## config.mk

```make
export PLATFORM = sky130hd
export DESIGN_NAME = imem_arbiter_flat
export DESIGN_NICKNAME = d
export VERILOG_FILES = /design/src/rtl/imem_arbiter_if.sv /design/src/rtl/imem_arbiter.sv /design/src/flat_wrapper.sv
export SDC_FILE = /design/constraint.sdc
export NUM_CORES = 1
export LEC_CHECK = 0
export CAP_MARGIN = 15
export CORE_AREA = 2 2 96 98
export DETAILED_ROUTE_END_ITERATION = 8
export DIE_AREA = 0 0 98 100
export SYNTH_ARGS = -nofsm -noshare
export SYNTH_HDL_FRONTEND = slang
export SYNTH_SLANG_ARGS = --single-unit
```

## constraint.sdc

```tcl
create_clock -name clk -period 3.8 [get_ports clk]
set_clock_uncertainty 0.2 [all_clocks]
set_input_delay 0.76 -clock clk [delete_from_list [all_inputs] [get_ports clk]]
set_output_delay 0.76 -clock clk [all_outputs]
set_load 0.005 [all_outputs]
```

## src/rtl/imem_arbiter_if.sv

```systemverilog
// Request/response bundle between the instruction-memory arbiter and its two requesters
// (IF-stage fetch and program loader/debug).
//   master : requester side, drives request fields, receives ready and responses
//   slave  : arbiter side, receives requests, drives ready and responses
// Fetch:  f_req_valid/f_req_addr -> f_req_ready; f_rsp_valid/f_rsp_data/f_rsp_err
// Loader: l_req_valid/l_req_we/l_req_addr/l_req_wdata/l_lock -> l_req_ready;
//         l_rsp_valid/l_rsp_data/l_rsp_err
interface imem_arbiter_if;
  logic        f_req_valid;
  logic [31:0] f_req_addr;
  logic        f_req_ready;
  logic        f_rsp_valid;
  logic [31:0] f_rsp_data;
  logic        f_rsp_err;

  logic        l_req_valid;
  logic        l_req_we;
  logic [31:0] l_req_addr;
  logic [31:0] l_req_wdata;
  logic        l_lock;
  logic        l_req_ready;
  logic        l_rsp_valid;
  logic [31:0] l_rsp_data;
  logic        l_rsp_err;

  modport master (
    output f_req_valid, f_req_addr,
    input  f_req_ready, f_rsp_valid, f_rsp_data, f_rsp_err,
    output l_req_valid, l_req_we, l_req_addr, l_req_wdata, l_lock,
    input  l_req_ready, l_rsp_valid, l_rsp_data, l_rsp_err
  );

  modport slave (
    input  f_req_valid, f_req_addr,
    output f_req_ready, f_rsp_valid, f_rsp_data, f_rsp_err,
    input  l_req_valid, l_req_we, l_req_addr, l_req_wdata, l_lock,
    output l_req_ready, l_rsp_valid, l_rsp_data, l_rsp_err
  );
endinterface

```

## src/rtl/imem_arbiter.sv

```systemverilog
// Single-port instruction-memory arbiter/sequencer. Shares one synchronous-read, word-addressed
// memory between the IF-stage fetch port and the loader/debug port, issuing at most one access
// per cycle and returning each response to its owner one cycle after the grant.
// Loader wins contention, but after LOADER_BURST_MAX consecutive loader grants with fetch
// waiting, fetch gets one slot. l_lock moves the arbiter to LOCKED, where only the loader is
// served.
// Ports:
//   clk, rst        clock, asynchronous active-high reset
//   bus (slave)     fetch and loader request/response handshakes
//   locked          arbiter is in LOCKED
//   mem_en/mem_we   memory access / write enable
//   mem_addr        word address (byte address bits [WORD_AW+1:2], upper bits wrap)
//   mem_wdata       write data
//   mem_rdata       read data, valid the cycle after a read
// Optional: define IMEM_ARB_ALIGN_CHECK_EN to reject misaligned requests with an error
// response instead of issuing them.
module imem_arbiter #(
  parameter int unsigned WORD_AW          = 11,
  parameter int unsigned LOADER_BURST_MAX = 4
) (
  input  logic               clk,
  input  logic               rst,
  imem_arbiter_if.slave      bus,
  output logic               locked,
  output logic               mem_en,
  output logic               mem_we,
  output logic [WORD_AW-1:0] mem_addr,
  output logic [31:0]        mem_wdata,
  input  logic [31:0]        mem_rdata
);

  localparam int unsigned CntW = $clog2(LOADER_BURST_MAX + 1);
  localparam logic [CntW-1:0] BurstMax = CntW'(LOADER_BURST_MAX);

  typedef enum logic [0:0] {StRun, StLocked} state_e;
  typedef enum logic [1:0] {OwnNone, OwnF, OwnL} owner_e;

  state_e          state_q, state_d;
  logic [CntW-1:0] burst_cnt_q, burst_cnt_d;
  owner_e          rsp_owner_q, rsp_owner_d;
  // Response data forced to 0 (loader write, or rejected misaligned access).
  logic            rsp_zero_q, rsp_zero_d;

  logic        f_grant, l_grant, any_grant, grant_mis, issue;
  logic [31:0] grant_addr;

  // State register
  always_ff @(posedge clk or posedge rst) begin
    if (rst) begin
      state_q <= StRun;
    end else begin
      state_q <= state_d;
    end
  end

  // Next-state logic
  always_comb begin
    state_d = state_q;
    unique case (state_q)
      StRun:    if (bus.l_lock)  state_d = StLocked;
      StLocked: if (!bus.l_lock) state_d = StRun;
      default:  state_d = StRun;
    endcase
  end

  // Output logic: at most one ready; nothing is accepted while reset is asserted.
  always_comb begin
    locked          = (state_q == StLocked);
    bus.f_req_ready = 1'b0;
    bus.l_req_ready = 1'b0;
    if (!rst) begin
      unique case (state_q)
        StRun: begin
          if (bus.f_req_valid && (!bus.l_req_valid || burst_cnt_q == BurstMax)) begin
            bus.f_req_ready = 1'b1;
          end else begin
            bus.l_req_ready = bus.l_req_valid;
          end
        end
        StLocked: bus.l_req_ready = bus.l_req_valid;
        default: ;
      endcase
    end
  end

  assign f_grant    = bus.f_req_valid & bus.f_req_ready;
  assign l_grant    = bus.l_req_valid & bus.l_req_ready;
  assign any_grant  = f_grant | l_grant;
  assign grant_addr = f_grant ? bus.f_req_addr : (l_grant ? bus.l_req_addr : 32'h0);

  // Upper address bits wrap; the low two only matter with the alignment check.
  logic unused_addr_bits;
  assign unused_addr_bits = ^{grant_addr[31:WORD_AW+2], grant_addr[1:0]};

  // Memory drive
  always_comb begin
    issue     = any_grant & ~grant_mis;
    mem_en    = issue;
    mem_we    = issue & l_grant & bus.l_req_we;
    mem_addr  = issue ? grant_addr[WORD_AW+1:2] : '0;
    mem_wdata = (issue && l_grant && bus.l_req_we) ? bus.l_req_wdata : 32'h0;
  end

  // Burst counter: counts loader grants taken while fetch waits; never runs in LOCKED.
  always_comb begin
    burst_cnt_d = burst_cnt_q;
    if (state_q == StLocked || state_d == StLocked || !bus.f_req_valid || f_grant) begin
      burst_cnt_d = '0;
    end else if (l_grant && burst_cnt_q != BurstMax) begin
      burst_cnt_d = burst_cnt_q + CntW'(1);
    end
  end

  // Response owner capture
  always_comb begin
    rsp_owner_d = f_grant ? OwnF : (l_grant ? OwnL : OwnNone);
    rsp_zero_d  = grant_mis | (l_grant & bus.l_req_we);
  end

  always_ff @(posedge clk or posedge rst) begin
    if (rst) begin
      burst_cnt_q <= '0;
      rsp_owner_q <= OwnNone;
      rsp_zero_q  <= 1'b0;
    end else begin
      burst_cnt_q <= burst_cnt_d;
      rsp_owner_q <= rsp_owner_d;
      rsp_zero_q  <= rsp_zero_d;
    end
  end

  // Response routing: read data passes straight through from the memory.
  always_comb begin
    bus.f_rsp_valid = (rsp_owner_q == OwnF);
    bus.l_rsp_valid = (rsp_owner_q == OwnL);
    bus.f_rsp_data  = (bus.f_rsp_valid && !rsp_zero_q) ? mem_rdata : 32'h0;
    bus.l_rsp_data  = (bus.l_rsp_valid && !rsp_zero_q) ? mem_rdata : 32'h0;
  end

`ifdef IMEM_ARB_ALIGN_CHECK_EN
  logic rsp_err_q;

  // Misaligned requests are accepted but not issued; they answer with an error.
  assign grant_mis = any_grant & (grant_addr[1:0] != 2'b00);

  always_ff @(posedge clk or posedge rst) begin
    if (rst) begin
      rsp_err_q <= 1'b0;
    end else begin
      rsp_err_q <= grant_mis;
    end
  end

  assign bus.f_rsp_err = bus.f_rsp_valid & rsp_err_q;
  assign bus.l_rsp_err = bus.l_rsp_valid & rsp_err_q;
`else
  assign grant_mis     = 1'b0;
  assign bus.f_rsp_err = 1'b0;
  assign bus.l_rsp_err = 1'b0;
`endif

endmodule

```

## src/flat_wrapper.sv

```systemverilog
// flat-port wrapper written by rule: the top's interface ports become plain ports
module imem_arbiter_flat 
#(
  parameter int unsigned WORD_AW          = 11,
  parameter int unsigned LOADER_BURST_MAX = 4
)
  (clk, rst, locked, mem_en, mem_we, mem_addr, mem_wdata, mem_rdata, bus_f_req_valid, bus_f_req_addr, bus_f_req_ready, bus_f_rsp_valid, bus_f_rsp_data, bus_f_rsp_err, bus_l_req_valid, bus_l_req_we, bus_l_req_addr, bus_l_req_wdata, bus_l_lock, bus_l_req_ready, bus_l_rsp_valid, bus_l_rsp_data, bus_l_rsp_err);
  imem_arbiter_if bus_i ();
  input  logic clk;
  input  logic rst;
  output logic locked;
  output logic mem_en;
  output logic mem_we;
  output logic [WORD_AW-1:0] mem_addr;
  output logic [31:0] mem_wdata;
  input  logic [31:0] mem_rdata;
  input wire logic [$bits(bus_i.f_req_valid)-1:0] bus_f_req_valid;
  input wire logic [$bits(bus_i.f_req_addr)-1:0] bus_f_req_addr;
  output wire logic [$bits(bus_i.f_req_ready)-1:0] bus_f_req_ready;
  output wire logic [$bits(bus_i.f_rsp_valid)-1:0] bus_f_rsp_valid;
  output wire logic [$bits(bus_i.f_rsp_data)-1:0] bus_f_rsp_data;
  output wire logic [$bits(bus_i.f_rsp_err)-1:0] bus_f_rsp_err;
  input wire logic [$bits(bus_i.l_req_valid)-1:0] bus_l_req_valid;
  input wire logic [$bits(bus_i.l_req_we)-1:0] bus_l_req_we;
  input wire logic [$bits(bus_i.l_req_addr)-1:0] bus_l_req_addr;
  input wire logic [$bits(bus_i.l_req_wdata)-1:0] bus_l_req_wdata;
  input wire logic [$bits(bus_i.l_lock)-1:0] bus_l_lock;
  output wire logic [$bits(bus_i.l_req_ready)-1:0] bus_l_req_ready;
  output wire logic [$bits(bus_i.l_rsp_valid)-1:0] bus_l_rsp_valid;
  output wire logic [$bits(bus_i.l_rsp_data)-1:0] bus_l_rsp_data;
  output wire logic [$bits(bus_i.l_rsp_err)-1:0] bus_l_rsp_err;
  assign bus_i.f_req_valid = bus_f_req_valid;
  assign bus_i.f_req_addr = bus_f_req_addr;
  assign bus_f_req_ready = bus_i.f_req_ready;
  assign bus_f_rsp_valid = bus_i.f_rsp_valid;
  assign bus_f_rsp_data = bus_i.f_rsp_data;
  assign bus_f_rsp_err = bus_i.f_rsp_err;
  assign bus_i.l_req_valid = bus_l_req_valid;
  assign bus_i.l_req_we = bus_l_req_we;
  assign bus_i.l_req_addr = bus_l_req_addr;
  assign bus_i.l_req_wdata = bus_l_req_wdata;
  assign bus_i.l_lock = bus_l_lock;
  assign bus_l_req_ready = bus_i.l_req_ready;
  assign bus_l_rsp_valid = bus_i.l_rsp_valid;
  assign bus_l_rsp_data = bus_i.l_rsp_data;
  assign bus_l_rsp_err = bus_i.l_rsp_err;
  imem_arbiter #(.WORD_AW(WORD_AW), .LOADER_BURST_MAX(LOADER_BURST_MAX)) u_core (.clk(clk), .rst(rst), .bus(bus_i), .locked(locked), .mem_en(mem_en), .mem_we(mem_we), .mem_addr(mem_addr), .mem_wdata(mem_wdata), .mem_rdata(mem_rdata));
endmodule
```

==> flow_metrics.py <==
metrics = {
    "placement": {
        "place_congestion": 0.735,
        "io_buffer_count": 205,
        "dp.cells": 471,
        "dp_hpwl_mm": 4.61,
    },
    "sta": {
        "finalSetupViolations": 0,
        "min_period_ns": 3.66,
        "finalHoldViolCount": 0,
        "maxSlewViolCount": 0,
        "max_freq_mhz": 273,
        "rsz0062_at_grt": "no",
        "relSlewSlack": 0.631,
        "period_share": 0.964,
        "fin_tns_setup_ns": 0,
        "worstMarginPinSlew_ns": 0.548,
    },
    "setup_path": {
        "critPathCaptureType": "primary output",
        "path_buf_inv": 4,
        "critPathRequiredTime_ns": 2.84,
        "path_class": "primary input to primary output",
        "reg2reg_to": "u_core.burst_cnt_q[2]",
        "reg2reg_depth": 5,
        "r2r_slack_ns": 1.93,
        "reg2reg_from": "u_core.burst_cnt_q[0]",
        "crit_fanout": 12,
        "slowest_delay_ns": 0.54,
        "critPathArrivalTime_ns": 2.70,
        "worstSetupStartpointType": "primary input",
        "crit_chain": "clkdlybuf4s50_1, nand2b_1, buf_4, a21oi_1, buf_4, a22o_1, clkdlybuf4s50_1",
        "critPathTopFamily": "buffers and inverters",
        "slowest_stage": "clkdlybuf4s50_1",
    },
    "detailed_routing": {
        "drt-vias-per-instance": 3.87,
        "first_pass_iters": 3,
        "drc_errors": 0,
        "routed_wl_mm": 5.47,
        "ant_nets": 0,
        "wire_per_inst_um": 11.5,
        "vias": 1836,
        "first_iter_violations": 16,
    },
    "final_layout": {
        "multi_input_area_um2": 922,
        "drive_gt1_frac": 0.0357,
        "design.final.nets": 501,
        "antenna_cells": 0,
        "final_cells": 475,
        "area_growth_pct": 183,
        "post-route-util": 0.384,
        "regArea_um2": 175,
        "fill_cells": 906,
    },
    "global_route": {
        "grt_pass1_vias": 1708,
        "grt_max_degree": 34,
        "grt_use_total": 0.0985,
        "grt_pass1_wl_mm": 8.25,
        "globalRouteOverflowTotal": 0,
        "antenna_found_initial": 0,
    },
    "floorplanning": {
        "dieWidth_um": 98,
        "io_pins": 250,
        "core_mm2": 0.00889,
        "rows": 35,
        "initial_utilization": 0.135,
        "die_area_mm2": 0.00980,
        "die_y_um": 100,
    },
    "synthesis": {
        "syn_inst": 163,
        "ys_seq_elements": 7,
        "ys.flop_type": "dfrtp_1",
        "ys_top_cells_by_area": "and2_1 (50%), dfrtp_1 (15%), a22o_1 (8.0%)",
        "ys_types": 25,
        "synth_xor_area_frac": 0,
        "synth.avg_cell_area_um2": 7.38,
        "muxShareOfSynthArea": 0,
        "synth_top_family_by_area": "simple AND/OR/NAND/NOR gates",
        "async_flop_share": 1.00,
        "synthAdderAreaFrac": 0.0208,
        "netlist.area_leader.share": 0.504,
        "yosysMostFrequentCell": "and2_1",
        "synth_common_cells": "and2_1 (97), a22o_1 (11), dfrtp_1 (7)",
        "ys_seq_area_frac": 0.146,
        "yosys.area_share.simple": 0.587,
        "synth_edf_count": 0,
        "synth_compound_area_frac": 0.147,
        "yosys_warnings": 0,
        "synthesis.area_mm2": 0.00120,
        "synth_top_cell_by_area": "and2_1",
    },
    "power": {
        "p_int_uw": 315,
        "power_uw": 409,
        "max-vdd-ir-drop_mv": 0.0818,
        "power_density_mw_per_mm2": 120,
        "combPwrFrac": 0.556,
        "switching_power_uw": 93.5,
        "p_clk_frac": 0.254,
        "p_leak_uw": 0.00133,
        "pwr-share-seq": 0.190,
        "swShare": 0.229,
    },
    "clock_network": {
        "cts.reportedPaths.clkPinSlew_ns": 0.04,
        "cts_resized": 1,
        "clock_path_buffers": 2,
        "clock_sinks": 7,
        "cts_tree": "built",
        "clk-insertion-delay-late_ns": 0.22,
        "htree_levels": 1,
        "numCtsBuffers": 3,
        "ctsRootBufferMaster": "clkbuf_8",
        "postCtsHoldBufs": 0,
        "cts_setup_buffers": 0,
    },
    "outcome": {
        "status": "finished clean",
    },
    "worst_hold_path": {
        "hp-start": "u_core.burst_cnt_q[1]",
        "min_to": "u_core.burst_cnt_q[1]",
        "hold_depth": 2,
        "min_path_type": "register to register",
    },
    "run": {
        "maxCapViolCount": 0,
    },
}
==> stage by stage <==
step	setup WS [ns]	hold WS (ns)	area, um^2
after floorplan	1.22	0.339	1210
after global placement	-0.0117	0.355	3360
after detailed placement	-0.0197	0.375	3360
after CTS	0.142	0.382	3410
after global routing	0.0321	0.408	3410
final	0.138	0.373	3410
==> logic make-up after synthesis <==
group	count (synthesis)
other	1
buffers and inverters	20
adders and majority gates	2
and+or+nand+nor	111
DFF	7
AOI/OAI and AO/OA	22
==> registers in the layout, summed over array words and instances (netlist names) <==
signal / count
u_core.locked: 1
u_core.rsp_zero_q: 1
u_core.burst_cnt_q: 3
u_core.rsp_owner_q: 2
==> final cells by class <==
cell class,instances,area share
multi-input combinational,137,0.270
clock buffer,4,0.0132
sequential,7,0.0514
timing repair buffer,211,0.619
tap,111,0.0407
inverter,5,0.00550
==> tightest hold or removal path, cell delays in order (launching register included) <==
cell and delay, ns:
dfrtp_1 0.39, o21ai_0 0.08, a21oi_1 0.06
==> power by group through the flow <==
stage	clock [uW]	sequential, uW	combinational, uW
6_report	104	77.8	227
3_3_place_gp	0	78.8	227
4_1_cts	108	77.8	231
2_1_floorplan	0	78.6	55.8
5_1_grt	112	77.9	245
3_5_place_dp	0	78.8	229
==> cells in the final DEF, fill, tap and decap left out, drive strengths merged, types with 3 or more instances in the layout <==
cell type      synthesis  layout
clkdlybuf4s50          0     205
and2                  97      97
a22o                  11      11
dfrtp                  7       7
buf                    9       6
nor2b                  5       5
inv                    5       5
a21oi                  4       4
clkbuf                 6       4
a211oi                 3       3
==> worst max path at each step <==
stage | from | end | slack [ns] | cells after the start
after CTS | rst | mem_addr[4] | 0.14 | 7
after detailed placement | bus_l_req_valid | mem_addr[4] | -0.02 | 5
after global placement | bus_l_req_valid | mem_addr[4] | -0.01 | 5
after global routing | rst | mem_addr[4] | 0.03 | 7
after floorplan | rst | mem_wdata[22] | 1.22 | 5
final | rst | mem_addr[4] | 0.14 | 7
==> per-layer routing <==
layer	GRT usage	routed length [um]	vias to the layer above
met5	0	0	-
met4	0.0128	16	0
met3	0.0327	649	2
met2	0.185	2770	106
met1	0.111	2030	811
li1	-	-	917
No activity file was read; power rests on OpenSTA's default activity.
